File: config.mk
export PLATFORM = sky130hd
export DESIGN_NAME = fetch_queue
export DESIGN_NICKNAME = d
export VERILOG_FILES = /design/src/rtl/fetch_queue.sv
export SDC_FILE = /design/constraint.sdc
export NUM_CORES = 1
export LEC_CHECK = 0
export CORE_MARGIN = 10
export CORE_UTILIZATION = 42
export DETAILED_ROUTE_END_ITERATION = 7
export HOLD_SLACK_MARGIN = 0.05
export PLACE_DENSITY_LB_ADDON = 0.15
export SLEW_MARGIN = 20
export SYNTH_ARGS = -nofsm -noshare
export SYNTH_HDL_FRONTEND = slang
export SYNTH_SLANG_ARGS = --single-unit
File: constraint.sdc
create_clock -name clk -period 9.37 [get_ports clk]
set_clock_uncertainty 0.2 [all_clocks]
set_input_delay 1.4055 -clock clk [delete_from_list [all_inputs] [get_ports clk]]
set_output_delay 1.4055 -clock clk [all_outputs]
set_load 0.05 [all_outputs]
File: src/rtl/fetch_queue.sv
// Instruction prefetch buffer: owns the fetch PC, issues sequential ibus requests
// and queues {pc, instr} pairs for decode; redirects flush and restart fetch.
module fetch_queue #(
  parameter int                 ADDR_W   = 64,
  parameter int                 INST_W   = 32,
  parameter int                 DEPTH    = 4,
  parameter logic [ADDR_W-1:0]  RESET_PC = ADDR_W'(64'h8000_0000)
) (
  input  logic                    clk,
  input  logic                    reset,
  output logic                    ireq_valid,
  output logic [ADDR_W-1:0]       ireq_addr,
  input  logic                    iresp_data_ok,
  input  logic [INST_W-1:0]       iresp_data,
  input  logic                    redirect_valid,
  input  logic [ADDR_W-1:0]       redirect_pc,
  output logic                    out_valid,
  output logic [ADDR_W-1:0]       out_pc,
  output logic [INST_W-1:0]       out_instr,
  input  logic                    out_ready,
  output logic [$clog2(DEPTH):0]  out_count
);

  localparam int PTR_W = $clog2(DEPTH);
  localparam int CNT_W = PTR_W + 1;

  typedef enum logic {
    S_FETCH   = 1'b0,
    S_DISCARD = 1'b1
  } state_t;

  state_t             state_q, state_d;
  logic [ADDR_W-1:0]  fetch_pc_q, fetch_pc_d;
  logic [ADDR_W-1:0]  pending_pc_q, pending_pc_d;
  logic               req_q, req_d;
  logic [CNT_W-1:0]   count_q, count_d;
  logic [PTR_W-1:0]   head_q, head_d;
  logic [PTR_W-1:0]   tail_q, tail_d;

  logic [ADDR_W-1:0]  pc_mem    [DEPTH];
  logic [INST_W-1:0]  instr_mem [DEPTH];

  logic push;
  logic pop;

  // A response only counts as a push when it answers a live FETCH request.
  assign push = (state_q == S_FETCH) && req_q && iresp_data_ok && !redirect_valid;
  assign pop  = out_valid && out_ready && !redirect_valid;

  always_comb begin
    state_d      = state_q;
    fetch_pc_d   = fetch_pc_q;
    pending_pc_d = pending_pc_q;
    req_d        = req_q;
    count_d      = count_q;
    head_d       = head_q;
    tail_d       = tail_q;

    if (redirect_valid) begin
      head_d  = '0;
      tail_d  = '0;
      count_d = '0;
      req_d   = 1'b1;
      if (state_q == S_DISCARD) begin
        if (iresp_data_ok) begin
          fetch_pc_d = redirect_pc;
          state_d    = S_FETCH;
        end else begin
          pending_pc_d = redirect_pc;
        end
      end else if (req_q && !iresp_data_ok) begin
        // The outstanding request cannot be withdrawn; wait it out in DISCARD.
        state_d      = S_DISCARD;
        pending_pc_d = redirect_pc;
      end else begin
        fetch_pc_d = redirect_pc;
      end
    end else begin
      if (push) begin
        tail_d     = tail_q + PTR_W'(1);
        fetch_pc_d = fetch_pc_q + ADDR_W'(4);
      end
      if (pop) begin
        head_d = head_q + PTR_W'(1);
      end
      count_d = count_q + CNT_W'(push) - CNT_W'(pop);

      if (state_q == S_DISCARD) begin
        req_d = 1'b1;
        if (iresp_data_ok) begin
          fetch_pc_d = pending_pc_q;
          state_d    = S_FETCH;
        end
      end else if (req_q && !iresp_data_ok) begin
        req_d = 1'b1;
      end else begin
        req_d = (count_d < CNT_W'(DEPTH));
      end
    end
  end

  always_ff @(posedge clk or negedge reset) begin
    if (!reset) begin
      state_q      <= S_FETCH;
      fetch_pc_q   <= RESET_PC;
      pending_pc_q <= '0;
      req_q        <= 1'b0;
      count_q      <= '0;
      head_q       <= '0;
      tail_q       <= '0;
    end else begin
      state_q      <= state_d;
      fetch_pc_q   <= fetch_pc_d;
      pending_pc_q <= pending_pc_d;
      req_q        <= req_d;
      count_q      <= count_d;
      head_q       <= head_d;
      tail_q       <= tail_d;
    end
  end

  // Queue storage carries no reset; occupancy gating keeps stale entries invisible.
  always_ff @(posedge clk) begin
    if (push) begin
      pc_mem[tail_q]    <= fetch_pc_q;
      instr_mem[tail_q] <= iresp_data;
    end
  end

  assign ireq_valid = req_q;
  assign ireq_addr  = fetch_pc_q;
  assign out_valid  = (count_q != '0);
  assign out_count  = count_q;
  assign out_pc     = out_valid ? pc_mem[head_q]    : '0;
  assign out_instr  = out_valid ? instr_mem[head_q] : '0;

endmodule

==> results.cfg, run 1 <==
[critical_path]
timing.rr.end = ireq_addr[49]
cp_max_fo = 65
crit_end = out_pc[37]
r2r_cells = 7
cp.required_ns = 7.76
timing.rr.start = state_q
critical_path.startpoint = head_q[1]
critPathArrivalTime_ns = 3.67
r2r_slack_ns = 5.97
path_class = reg -> out
cp-start-kind = register
cp-end-kind = output port

[synthesis]
netlist_area_mm2 = 0.0222
synth.net_count = 1534
yosysUniqueCellTypes = 54
ys.flop_type = edfxtp_1
seq_area_frac_synth = 0.674
netlist_instances = 1425
synth_warnings = 0
ys_ff_latch = 521
synth_edf_count = 384
synthArstFlopShare = 0.263
avgSynthCellArea_um2 = 15.6

[finish]
final_common_cell = edfxtp_1
nNetsFinal = 1789
drive_gt1_frac = 0.167
area_growth_pct = 23.6
utilization = 0.523
final_cell_mix = edfxtp_1, clkdlybuf4s50_1, dfrtp_1

[placed_design]
gp_congestion = 0.756
place_ws_ns = 4.34
io_buffers = 265
dp_hpwl_um = 35500

[power]
powerDensity_mw_per_mm2 = 285
switching_share = 0.353
pwr-share-comb = 0.326
intPower_mw = 5.06
pwr-share-clk = 0.286
power.switching_mw = 2.75
leakagePower_nw = 9.41
ir_drop_mv = 0.188
p_seq_frac = 0.388

[floorplanning]
num_rows = 84
initial_core_util = 0.423
fp.dieW_um = 250
die_area_mm2 = 0.0625
core_area_mm2 = 0.0524
io_pins = 266
dieHeight_um = 250

[min_path]
hold_class = reg -> reg

[sta]
tns_ns = 0
tightest_slew_ns = 1.10
fin_crit_ns = 5.27
hold_viol = 0
slew_headroom = 0.266
slew_viol_final = 0
finalWorstSetupSlack_ns = 4.10
period_share = 0.563
rsz0062_at_grt = false
clock.fmax_mhz = 190
setup_violations = 0
fin_hold_ws_ns = 0.300

[detailed_routing]
route.vias.total = 13300
antenna_left = 0
drt_iter0_markers = 770
wirelength_um = 57100
wl_per_cell_um = 23.6
first_pass_iters = 5
via_per_inst = 5.52
drc = 0

[cts]
ctsLongestPathBuffers = 3
ctsResizeCount = 0
cts_tree = yes
clk_latency_ns = 0.60
cts_root_buf = clkbuf_16
clkTransAtPathRegs_ns = 0.06
h-tree-depth = 2
post_cts_buffers = 0
hold_buffers = 0
cts.sinks = 521
cts_made_buffers = 57

[global_route]
grt-ovfl-total = 0
grt_max_degree = 100
antenna_found_initial = 5
grt_pass1_vias = 13900
grt_pass1_wl_um = 86900
grt_use_total = 0.179

[run_status]
status = completed

[flow_run]
maxCapViolCount = 0
## registers in the layout, indices dropped and copies added (netlist names)
name / flops
head_q: 2
instr_mem: 128
ireq_addr: 64
ireq_valid: 1
out_count: 3
pc_mem: 256
pending_pc_q: 64
state_q: 1
tail_q: 2
## worst min-delay path by stage
stage                     start          endpoint  slack [ns]  cells past startpoint
3_3_place_gp   pending_pc_q[45]  pending_pc_q[45]        0.28                      1
2_1_floorplan  pending_pc_q[48]     ireq_addr[48]        0.26                      2
5_1_grt        pending_pc_q[28]  pending_pc_q[28]        0.31                      1
3_5_place_dp   pending_pc_q[45]  pending_pc_q[45]        0.29                      1
4_1_cts        pending_pc_q[45]  pending_pc_q[45]        0.30                      1
6_report       pending_pc_q[52]     ireq_addr[52]        0.30                      2
## critical path, stage by stage (launching register included)
cell and delay, ns:
dfrtp_4 0.76, buf_4 0.87, mux4_2 0.38, and2_1 0.15, clkdlybuf4s50_1 0.81
## metal layers
metal	global-route usage	share of wire	up-vias	wire length [um]
li1	-	-	5983	-
met1	0.232	0.43	6918	24600
met2	0.297	0.49	344	28200
met3	0.0399	0.057	87	3280
met4	0.0476	0.018	8	1010
met5	0	0.00096	-	55
## per-stage QoR
stage                     total power, mW  std cells  cell area (um^2)
after floorplan                      4.73       1425             22200
after global placement               5.63       2308             25500
after detailed placement             5.65       2308             25500
after CTS                            7.91       2414             27400
after global routing                 8.16       2415             27400
final                                7.81       2416             27400
## synthesized netlist by cell type, types with 6 or more instances
| cell type | n | area share |
|---|---|---|
| a211oi_1 | 7 | 0.0024 |
| a21oi_1 | 31 | 0.0070 |
| a221oi_1 | 6 | 0.0024 |
| a31oi_1 | 9 | 0.0025 |
| and2_1 | 106 | 0.030 |
| and3_1 | 23 | 0.0065 |
| and4_1 | 6 | 0.0024 |
| buf_1 | 16 | 0.0027 |
| buf_2 | 8 | 0.0018 |
| clkbuf_1 | 61 | 0.010 |
| dfrtp_1 | 136 | 0.15 |
| edfxtp_1 | 384 | 0.52 |
| ha_1 | 7 | 0.0039 |
| inv_1 | 18 | 0.0030 |
| mux2_2 | 64 | 0.032 |
| mux2i_1 | 29 | 0.013 |
| mux4_2 | 96 | 0.097 |
| nand2_1 | 112 | 0.019 |
| nand3_1 | 32 | 0.0072 |
| nand4_1 | 19 | 0.0054 |
| nor2_1 | 53 | 0.0090 |
| nor3_1 | 16 | 0.0036 |
| nor4_1 | 7 | 0.0020 |
| o211ai_1 | 6 | 0.0020 |
| o21ai_0 | 40 | 0.0090 |
| o221ai_1 | 12 | 0.0047 |
| o22ai_1 | 7 | 0.0020 |
| o31ai_1 | 12 | 0.0041 |
| xnor2_1 | 40 | 0.016 |
| xor2_1 | 15 | 0.0059 |
## power by group through the flow
| stage | clock [mW] | combinational, mW | sequential (mW) |
|---|---|---|---|
| 2_1_floorplan | 0 | 1.56 | 3.17 |
| 3_3_place_gp | 0 | 2.56 | 3.07 |
| 3_5_place_dp | 0 | 2.57 | 3.08 |
| 4_1_cts | 2.29 | 2.58 | 3.04 |
| 5_1_grt | 2.39 | 2.69 | 3.07 |
| 6_report | 2.23 | 2.54 | 3.03 |
## kinds of logic (layout without fill, tap and decap cells)
group	after synthesis	in the layout	share of synthesized area
fa+ha+maj	8	8	0.00485
flops	521	521	0.674
xor+xnor	55	55	0.0217
other cells	0	1	0
mux	189	189	0.143
compound gates	146	146	0.0427
simple gates	402	402	0.0960
buf+inv	104	406	0.0180
## final cells by class
type | count | area (um^2)
antenna | 1 | 2.50
clock buffer | 71 | 1500
clock inverter | 35 | 364
fill | 4364 | 25000
inverter | 19 | 71.3
multi-input combinational | 800 | 6880
sequential | 521 | 15000
tap | 688 | 861
timing repair buffer | 281 | 2800
No activity file was read; power rests on OpenSTA's default activity.
==> run 2, diff against run 1 <==
==> constraint.sdc (replaced) <==
create_clock -name clk -period 4.5 [get_ports clk]
set_clock_uncertainty 0.2 [all_clocks]
set_input_delay 0.675 -clock clk [delete_from_list [all_inputs] [get_ports clk]]
set_output_delay 0.675 -clock clk [all_outputs]
set_load 0.05 [all_outputs]
==> results.cfg, run 2 (synthesis gave the netlist of run 1 again) <==
[finish]
drive_gt1_frac = 0.177
fill_cells = 4399
top_register = pc_mem
final_cell_mix = edfxtp_1, clkdlybuf4s50_1, dfrtp_1
finalNonFillerCells = 2438
final_common_cell = edfxtp_1
nNetsFinal = 1809
area_growth_pct = 24.8
largest_registers = pc_mem x256, instr_mem x128
largest_reg_flops = 256

[critical_path]
cp.required_ns = 3.62
cp-end-kind = output port
timing.rr.end = ireq_valid
crit_slowest_cell = dfrtp_4
crit_end = out_instr[29]
r2r_slack_ns = 1.19
critPathMaxStageDelay_ns = 0.72
r2r_cells = 11
cp-start-kind = register
crit_family = buffers and inverters
timing.rr.start = out_count[0]
cp_num_buf_inv = 2
critical_path.startpoint = head_q[0]
crit_chain = buf_4 > mux4_2 > and2_1 > clkdlybuf4s50_1
cp_max_fo = 20
path_class = reg -> out
critPathArrivalTime_ns = 3.15
path_depth = 4

[cts]
ctsLongestPathBuffers = 3
h-tree-depth = 2
hold_buffers = 1
clkTransAtPathRegs_ns = 0.06
cts.sinks = 521
cts_tree = yes
cts_made_buffers = 55
post_cts_buffers = 0
cts_root_buf = clkbuf_16
clk_latency_ns = 0.61
ctsResizeCount = 0

[global_route]
busiest_layer = met2
antenna_found_initial = 7
grt_max_degree = 97
use_met3 = 0.0430
grt_pass1_vias = 13900
grt_use_total = 0.179
grt_pass1_wl_um = 87100
use_met2 = 0.296
grt-ovfl-total = 0
grt.met1_usage = 0.234

[detailed_routing]
drc = 0
first_pass_iters = 5
route.vias.total = 13400
via_per_inst = 5.48
antenna_left = 0
wirelength_um = 57100
drt_iter0_markers = 816
wl_per_cell_um = 23.4

[power]
powerDensity_mw_per_mm2 = 591
pwr-share-comb = 0.331
total_power_mw = 16.4
intPower_mw = 10.7
switching_share = 0.350
pwr-share-clk = 0.288
power.switching_mw = 5.73
p_seq_frac = 0.382
leakagePower_nw = 9.55
ir_drop_mv = 0.424

[sta]
hold_viol = 0
clock.fmax_mhz = 248
fin_hold_ws_ns = 0.299
tightest_slew_ns = 0.860
setup_violations = 0
period_share = 0.895
slew_headroom = 0.426
rsz0062_at_grt = false
fin_crit_ns = 4.03
slew_viol_final = 0
tns_ns = 0
finalWorstSetupSlack_ns = 0.472

[placed_design]
io_buffers = 265
gp_congestion = 0.779
place_ws_ns = 0.687
dp_hpwl_um = 36400
dp.cells = 2330

[min_path]
hold_class = reg -> reg

[floorplanning]
fp.dieW_um = 250
core_area_mm2 = 0.0524
initial_core_util = 0.423
io_pins = 266
num_rows = 84
die_area_mm2 = 0.0625
dieHeight_um = 250

[run_status]
status = completed

[flow_run]
maxCapViolCount = 0
## run 2: metal layers
layer	wire (um)	vias to the layer above
li1	-	6026
met1	24900	6932
met2	27900	324
met3	3380	76
met4	861	8
met5	57	-
## run 2: worst min path at each step
stage	startpoint	endpoint	cells past startpoint
6_report	pending_pc_q[36]	pending_pc_q[36]	1
3_3_place_gp	pending_pc_q[36]	pending_pc_q[36]	1
5_1_grt	pending_pc_q[36]	pending_pc_q[36]	1
3_5_place_dp	pending_pc_q[36]	pending_pc_q[36]	1
2_1_floorplan	reset	head_q[0]	0
4_1_cts	pending_pc_q[36]	pending_pc_q[36]	1
## run 2: stage by stage
stage          instance area (um^2)   util
2_1_floorplan                 22200      -
3_3_place_gp                  25800  0.492
3_5_place_dp                  25800  0.492
4_1_cts                       27700  0.528
5_1_grt                       27700  0.528
6_report                      27700  0.528
## run 2: power by group through the flow
| stage | Sequential, mW | Combinational (mW) | Clock [mW] |
|---|---|---|---|
| 3_5_place_dp | 6.35 | 5.51 | 0 |
| 6_report | 6.25 | 5.42 | 4.71 |
| 5_1_grt | 6.33 | 5.75 | 5.03 |
| 3_3_place_gp | 6.33 | 5.51 | 0 |
| 4_1_cts | 6.26 | 5.53 | 4.83 |
| 2_1_floorplan | 6.61 | 3.25 | 0 |
## run 2: cell type report
cell class              instances  area (um^2)  share of cell area
diodes                          3         7.51            0.000271
clock buffers                  70         1490              0.0536
clock inverters                34          407              0.0147
inverters                      19         71.3             0.00257
multi-input cells             800         6870               0.248
flip-flops and latches        521        15000               0.540
well taps                     688          861              0.0311
repair buffers                303         3040               0.110
